==> config.mk <==
export PLATFORM = sky130hd
export DESIGN_NAME = dmem_bus_arbiter
export DESIGN_NICKNAME = d
export VERILOG_FILES = /design/src/rtl/dmem_bus_pkg.sv /design/src/rtl/dmem_bus_arbiter_rr_pick2.sv /design/src/rtl/dmem_bus_arbiter.sv
export SDC_FILE = /design/constraint.sdc
export NUM_CORES = 1
export LEC_CHECK = 0
export BUFFER_PORTS_ARGS = -buffer_cell sky130_fd_sc_hd__buf_2
export CAP_MARGIN = 20
export CORE_AREA = 4 4 114 116
export CTS_CLUSTER_DIAMETER = 150
export DETAILED_ROUTE_END_ITERATION = 8
export DIE_AREA = 0 0 118 120
export PLACE_DENSITY = 0.85
export SYNTH_ARGS = -nofsm -noshare
export SYNTH_HDL_FRONTEND = slang
export SYNTH_SLANG_ARGS = --single-unit
==> constraint.sdc <==
create_clock -name clk -period 3.45 [get_ports clk]
set_input_delay 0.1725 -clock clk [delete_from_list [all_inputs] [get_ports clk]]
set_output_delay 0.1725 -clock clk [all_outputs]
set_load 0.05 [all_outputs]
==> src/rtl/dmem_bus_pkg.sv <==
// Shared types and constants for the data-memory bus arbiter.
package dmem_bus_pkg;
  typedef enum logic [2:0] {IDLE, RD, WR, WACK, RESP} state_t;

  localparam logic [31:0] MEM_ERR_RDATA = 32'h0;
  localparam logic        M_CPU         = 1'b0;
  localparam logic        M_DMA         = 1'b1;
endpackage

==> src/rtl/dmem_bus_arbiter_rr_pick2.sv <==
// Combinational 2-way round-robin pick; prio names the master that wins a tie.
module rr_pick2
  import dmem_bus_pkg::*;
(
  input  logic [1:0] req,
  input  logic       prio,
  output logic       gnt_idx,
  output logic       gnt_valid
);
  always_comb begin
    gnt_valid = |req;
    gnt_idx   = M_CPU;
    if (req == 2'b11) gnt_idx = prio;
    else if (req[1])  gnt_idx = M_DMA;
  end
endmodule

==> src/rtl/dmem_bus_arbiter.sv <==
// Two-master arbiter/sequencer for the data-memory port: latches one transaction,
// drives the read/write handshake, and returns done/err/rdata to the owner.
module dmem_bus_arbiter
  import dmem_bus_pkg::*;
#(
  parameter int TIMEOUT = 15
) (
  input  logic        clk,
  input  logic        reset,
  input  logic        m0_req,
  input  logic        m0_we,
  input  logic [31:0] m0_addr,
  input  logic [31:0] m0_wdata,
  output logic [31:0] m0_rdata,
  output logic        m0_done,
  output logic        m0_err,
  input  logic        m1_req,
  input  logic        m1_we,
  input  logic [31:0] m1_addr,
  input  logic [31:0] m1_wdata,
  output logic [31:0] m1_rdata,
  output logic        m1_done,
  output logic        m1_err,
  output logic        mem_read,
  output logic        mem_write,
  output logic [31:0] mem_addr,
  output logic [31:0] mem_wdata,
  input  logic [31:0] mem_rdata,
  input  logic        mem_read_acc,
  input  logic        mem_write_acc
);
  localparam int            CW       = $clog2(TIMEOUT + 1);
  localparam logic [CW-1:0] CNT_LAST = CW'(TIMEOUT - 1);

  state_t           state;
  logic             owner;
  logic             prio;
  logic             we_q;
  logic [31:0]      addr_q;
  logic [31:0]      wdata_q;
  logic [CW-1:0]    cnt;
  logic [1:0]       done_q;
  logic [1:0]       err_q;
  logic [1:0][31:0] rdata_q;
  logic             gnt_idx;
  logic             gnt_valid;

  rr_pick2 u_pick (
    .req       ({m1_req, m0_req}),
    .prio      (prio),
    .gnt_idx   (gnt_idx),
    .gnt_valid (gnt_valid)
  );

  // Strobes decode straight from state so a write strobe can never outlive WR.
  assign mem_read  = (state == RD);
  assign mem_write = (state == WR);
  assign mem_addr  = addr_q;
  assign mem_wdata = wdata_q;

  assign m0_done  = done_q[0];
  assign m1_done  = done_q[1];
  assign m0_err   = err_q[0];
  assign m1_err   = err_q[1];
  assign m0_rdata = rdata_q[0];
  assign m1_rdata = rdata_q[1];

  always_ff @(posedge clk or negedge reset) begin
    if (!reset) begin
      state   <= IDLE;
      owner   <= M_CPU;
      prio    <= M_CPU;
      we_q    <= 1'b0;
      addr_q  <= '0;
      wdata_q <= '0;
      cnt     <= '0;
      done_q  <= '0;
      err_q   <= '0;
      rdata_q <= '0;
    end else begin
      done_q <= '0;
      err_q  <= '0;
      case (state)
        IDLE: begin
          if (gnt_valid) begin
            owner   <= gnt_idx;
            prio    <= ~gnt_idx;
            we_q    <= gnt_idx ? m1_we    : m0_we;
            addr_q  <= gnt_idx ? m1_addr  : m0_addr;
            wdata_q <= gnt_idx ? m1_wdata : m0_wdata;
            cnt     <= '0;
            state   <= (gnt_idx ? m1_we : m0_we) ? WR : RD;
          end
        end
        RD: begin
          if (mem_read_acc) begin
            done_q[owner]  <= 1'b1;
            rdata_q[owner] <= mem_rdata;
            state          <= RESP;
          end else if (cnt == CNT_LAST) begin
            done_q[owner]  <= 1'b1;
            err_q[owner]   <= 1'b1;
            rdata_q[owner] <= MEM_ERR_RDATA;
            state          <= RESP;
          end else begin
            cnt <= cnt + 1'b1;
          end
        end
        WR: begin
          cnt   <= '0;
          state <= WACK;
        end
        WACK: begin
          if (mem_write_acc || cnt == CNT_LAST) begin
            done_q[owner]  <= 1'b1;
            err_q[owner]   <= ~mem_write_acc;
            rdata_q[owner] <= MEM_ERR_RDATA;
            state          <= RESP;
          end else begin
            cnt <= cnt + 1'b1;
          end
        end
        RESP:    state <= IDLE;
        default: state <= IDLE;
      endcase
    end
  end
endmodule

==> out/summary.txt, run 1 <==
Top Ports - 302
Clock transition at path regs - 0.06 ns
Skew-Pair Late Insertion Delay - 0.41 ns
endpoints failing setup - 0
drt drc - 0
dpl cells - 907
crit path max fanout - 52
first-pass GRT wire length - 33.12 mm
Peak VDD IR - 0.7476 mV
nets - 1032
Yosys cell types - 37
shortest period the worst path allows - 2.328 ns
Core Rows - 40
Avg Inst Size Synth - 11.68 sq um
Seq/Total Area, Yosys - 0.6105
Switching Share - 0.5196
synth cell count leaders - 141 x dfrtp_1, 73 x nor2_1, 66 x a21oi_1
via/cell ratio - 5.865
Num CTS Buffers - 17
DR WL/cell - 20.73 um
routed via count - 6000
Starting Density - 0.4852
P_leak - 4.342 nW
area leader, netlist - dfrtp_1
core area - 11910 sq um
CP Data Arrival Time - 2.64 ns
P_int - 0.005096 W
synthesized flop and latch total - 141
CP Launch Type - flop
fill count - 726
Flop pwr share - 0.282
Peak Freq - 429.5 MHz
area delta synth->final - 52.46%
CTS tree - built
GR Util All Layers - 0.2952
post-cts sizing count - 0
status - complete, no violations
pin count of the biggest net entering global routing - 120
CTS Sinks - 141
Async SR Flop Fraction - 1.000
Port Buf Inserts - 301
Post-Synthesis Cells - 495
required time worst endpoint - 3.76 ns
Worst Hold Class - in -> reg
top_reg_cell synth - dfrtp_1
Clk network pwr share - 0.181
Combinational Power Share - 0.537
Post-Syn Nets - 665
Slew @ Worst Pin - 0.7274 ns
final worst-path cycle share - 0.6748
Final Instance Count excl. Fillers - 1023
crit end category - flop
GPL Wtd Cong - 0.8253
Post-Route WL - 21.21 mm
setup TNS - 0 ns
Detailed Routing Iterations Pass 1 - 5
grt ovf - 0
Reg area - 3528 sq um
Synth area leaders - dfrtp_1 61%, a22o_1 9.7%, o2bb2ai_1 9.7%
unrepaired setup endpoints after global routing - false
Routed Antenna Nets - 0
Net Sw Power - 0.005511 W
Max clock buf depth - 2
CP Class - reg -> reg
multi-input logic area - 2046 sq um
Die Wd - 118 um
Post-Syn Area - 5779 sq um
top-area cell type share of the netlist area - 0.6105
initial antenna violation count - 1
vias in the first global route - 6240
MaxCap Viol Count - 0
yosys warns - 0
Slew HR - 0.5145
die height - 120 um
layout cells sized above 1 - 0.3989
Post-DP HPWL - 12.76 mm
Final Max Slew Viols - 0
initial drt markers - 669
final count of hold timing violations - 0
Max Clock Skew - 0.007138 ns
pwr dens - 1204 nW/um^2
EDFF count, synth - 0
count leader, synth - dfrtp_1
Clock Tree Root - clkbuf_16
htree depth - 4
die area - 14160 sq um
flip-flops by register name, summed over array words and instances (netlist names):
signal	flops
err_q	2
mem_wdata	32
cnt	4
mem_addr	32
m1_rdata	32
state	3
done_q	2
owner	1
m0_rdata	32
prio	1
what timing repair did:
item	4_1_cts	5_1_grt
setup buffers	0	0
hold buffers	81	1
hold endpoints to repair	210	1
layout by cell type (no fill, tap or decap), types with 2 or more instances in the layout:
cell / instances
buf_2: 300
dfrtp_1: 141
dlygate4sd3_1: 82
nor2_1: 73
a21oi_1: 66
o2bb2ai_1: 64
a22o_1: 64
clkbuf_16: 17
buf_4: 7
nand3_1: 5
inv_1: 4
bufinv_16: 4
nand2b_1: 3
nor3_1: 3
nand2_1: 3
a21o_1: 3
clkinvlp_4: 3
clkinv_4: 3
clkinv_2: 3
nand2_2: 2
ha_1: 2
cells by family after synthesis:
| family | share of synthesized area |
|---|---|
| buffers and inverters | 0.04092 |
| multiplexers | 0.004113 |
| flip-flops | 0.6105 |
| AND/OR/NAND/NOR | 0.07578 |
| AO/OA/AOI/OAI | 0.2643 |
| adder cells (fa/ha/maj) | 0.004329 |
worst paths after layout:
path,depth (start not counted),startpoint,end,slack (ns)
worst max-delay path,4,state[0],mem_wdata[2],1.12
worst min-delay path,2,mem_rdata[7],m0_rdata[7],0.01
worst max register to register,4,state[0],mem_wdata[2],1.12
worst min register to register,1,m1_rdata[26],m1_rdata[26],0.50
max in group asynchronous,4,reset,m0_rdata[16],2.21
min in group asynchronous,2,reset,mem_wdata[29],0.16
metal layers:
metal  wire length, um  part of all wire  global-route usage
met1              7666              0.36              0.3422
met2             10520              0.50              0.4934
met3              1992             0.094             0.08483
met4              1029             0.049              0.1663
met5                 0                 0                   0
layout make-up:
cell class                      instances  share of cell area
Inverter                                4            0.001704
Sequential cell                       141              0.4005
Clock inverter                         14             0.02187
Multi-Input combinational cell        307              0.2322
Tap cell                              147             0.02087
Antenna cell                            1           0.0002840
Timing Repair Buffer                  391              0.2739
Clock buffer                           18             0.04871
per-stage QoR:
stage	power, W	hold WS (ns)	setup WS [ns]	cell area [sq um]	utilization
floorplan	0.007061	-0.1231	1.276	5779	-
global placement	0.008336	0.3792	1.266	7338	0.6161
detailed placement	0.008476	0.3840	1.202	7338	0.6161
CTS	0.01050	0.0002276	1.176	8771	0.7363
global route	0.01106	0.008785	1.018	8811	0.7397
finish	0.01061	0.01188	1.122	8811	0.7397
critical path, stage by stage, from the launching register on:
cell       delay (ns)
dfrtp_1          0.51
or4_4            0.59
nor2_4           0.35
buf_4            0.56
o2bb2ai_1        0.21
power groups by stage:
stage               registers, W  logic [W]  clock network, W
floorplan                0.00550    0.00156                 0
detailed placement       0.00295    0.00552                 0
CTS                      0.00294    0.00562           0.00194
finish                   0.00299    0.00570           0.00192
global placement         0.00291    0.00543                 0
global route             0.00307    0.00598           0.00201
No activity file was read; power rests on OpenSTA's default activity.
==> run 2: changes to the inputs <==
- CORE_AREA: 4 4 114 116 -> 4 4 119 121
- DIE_AREA: 0 0 118 120 -> 0 0 123 125
- PLACE_DENSITY: 0.85 -> 0.78
- clock period: 3.45 -> 2.3 ns (I/O delays scaled with it)
==> run 2 against run 1 <==
Net effect:
- clock-buffer cell count down 1
- die area up 8.6%
- combinational power up 55%
- sequential power up 51%
- largest cell class unchanged
==> out/summary.txt, run 2 (synthesis results as in run 1) <==
die area - 15380 sq um
GPL Wtd Cong - 0.8686
crit path to - m0_rdata[30]
flop2flop setup slack - 0.23 ns
CTS tree - built
first-pass GRT wire length - 36.92 mm
MaxCap Viol Count - 0
postcts setup bufs - 0
hold slack - 0.01764 ns
drt drc - 0
P_int - 0.007622 W
unrepaired setup endpoints after global routing - false
nets - 1109
core area - 13090 sq um
DR WL/cell - 21.13 um
vias in the first global route - 6936
Worst Hold Class - in -> reg
CTS Sinks - 141
dpl cells - 941
most common cell after layout, fill and taps aside - buf_2
Buf+Inv Stages, Crit Path - 0
P_leak - 4.665 nW
Crit-path slowest cell - dfrtp_1
slowest cell delay on critical path - 0.56 ns
Final Util - 0.7349
Worst R2R Path Depth - 4
Detailed Routing Iterations Pass 1 - 6
Combinational Power Share - 0.547
crit path max fanout - 33
Post-DP HPWL - 13.41 mm
reg-to-reg critical path endpoint - m0_rdata[30]
Final Instance Count excl. Fillers - 1129
endpoints failing setup - 0
most frequent cells in the layout - 300 x buf_2, 155 x dlygate4sd3_1, 141 x dfrtp_1, 73 x nor2_1, 66 x a21oi_1
Routed Antenna Nets - 0
Port Buf Inserts - 301
Clock Tree Root - clkbuf_16
status - complete, no violations
htree depth - 4
grt ovf - 0
Post-Route WL - 23.86 mm
Core Rows - 42
Clock transition at path regs - 0.06 ns
Final Max Slew Viols - 0
Top Ports - 302
Clk network pwr share - 0.174
shortest period the worst path allows - 2.067 ns
layout cells sized above 1 - 0.3718
Flop pwr share - 0.279
Top cell by count, worst path - nand2_2
Switching Share - 0.5286
Starting Density - 0.4417
Slew @ Worst Pin - 0.7030 ns
CP Class - reg -> reg
Stages on worst setup path - 4
Slew HR - 0.5297
via/cell ratio - 5.727
initial drt markers - 603
die height - 125 um
Peak Freq - 483.9 MHz
GR Util All Layers - 0.3086
pwr dens - 1681 nW/um^2
routed via count - 6466
area delta synth->final - 66.40%
Num CTS Buffers - 17
crit end category - flop
DP Worst Slack - 0.3093 ns
CP Launch Type - flop
setup TNS - 0 ns
Die Wd - 123 um
required time worst endpoint - 2.65 ns
CP Data Arrival Time - 2.41 ns
Skew-Pair Late Insertion Delay - 0.43 ns
final setup margin - 0.2333 ns
Net Sw Power - 0.008548 W
Max Clock Skew - 0.01045 ns
final worst-path cycle share - 0.8986
Peak VDD IR - 0.8270 mV
final count of hold timing violations - 0
Crit Reg-Reg Startpoint - state[1]
initial antenna violation count - 1
Max clock buf depth - 2
post-cts sizing count - 0
cell family with most CP delay - simple AND/OR/NAND/NOR gates
pin count of the biggest net entering global routing - 59
Critical Path Start - state[1]
Cell Chain, Critical Path - mux2i_2 > nand2_2 > nand2_2 > a22o_1
[run 2: changes by cell type in the layout (fill, tap and decap cells not counted), sizes merged]
cell,change
dlygate4sd3,+73
inv,+8
clkinv,-5
buf,+4
bufinv,-2
clkbuf,-1
[run 2: final cells by class]
| type | instances | area (sq um) |
|---|---|---|
| Antenna cell | 1 | 2.502 |
| Clock buffer | 17 | 425.4 |
| Clock inverter | 15 | 175.2 |
| Fill cell | 796 | 3468 |
| Inverter | 4 | 15.01 |
| Multi-Input combinational cell | 307 | 2046 |
| Sequential cell | 141 | 3528 |
| Tap cell | 176 | 220.2 |
| Timing Repair Buffer | 468 | 3204 |
[run 2: repair_timing]
action | in CTS | in global routing
hold endpoints to repair | 183 | 0
setup endpoints to repair | 0 | 0
hold buffers | 155 | 0
[run 2: worst reg2reg max path, stage by stage (launching register included)]
cell and delay, ns:
dfrtp_1 0.56, mux2i_2 0.39, nand2_2 0.19, nand2_2 0.56
a22o_1 0.29
[run 2: power groups by stage]
stage,logic (W),registers [W],clock network (W)
2_1_floorplan,0.00235,0.00824,0
3_3_place_gp,0.00824,0.00437,0
3_5_place_dp,0.00841,0.00444,0
4_1_cts,0.00863,0.00441,0.00282
5_1_grt,0.00923,0.00460,0.00296
6_report,0.00885,0.00451,0.00281
[run 2: worst min-delay path by stage]
stage | endpoint | cells after the start | startpoint
after global routing | mem_addr[8] | 3 | m0_addr[8]
after CTS | mem_addr[8] | 3 | m0_addr[8]
after detailed placement | m1_rdata[1] | 1 | reset
after floorplan | cnt[0] | 0 | reset
after global placement | m1_rdata[13] | 1 | reset
final | mem_wdata[18] | 3 | m0_wdata[18]
[run 2: stage by stage]
stage               power [W]  instance area [sq um]
floorplan             0.01059                   5779
global placement      0.01261                   7462
detailed placement    0.01285                   7462
CTS                   0.01586                   9614
global route          0.01679                   9617
finish                0.01617                   9617
[run 2: layer usage]
layer	wire length, um	up-vias	track usage
met5	0	-	0
met4	1365	0	0.1863
met3	2587	103	0.09124
met2	11220	508	0.4982
met1	8680	3125	0.3604
li1	-	2730	-
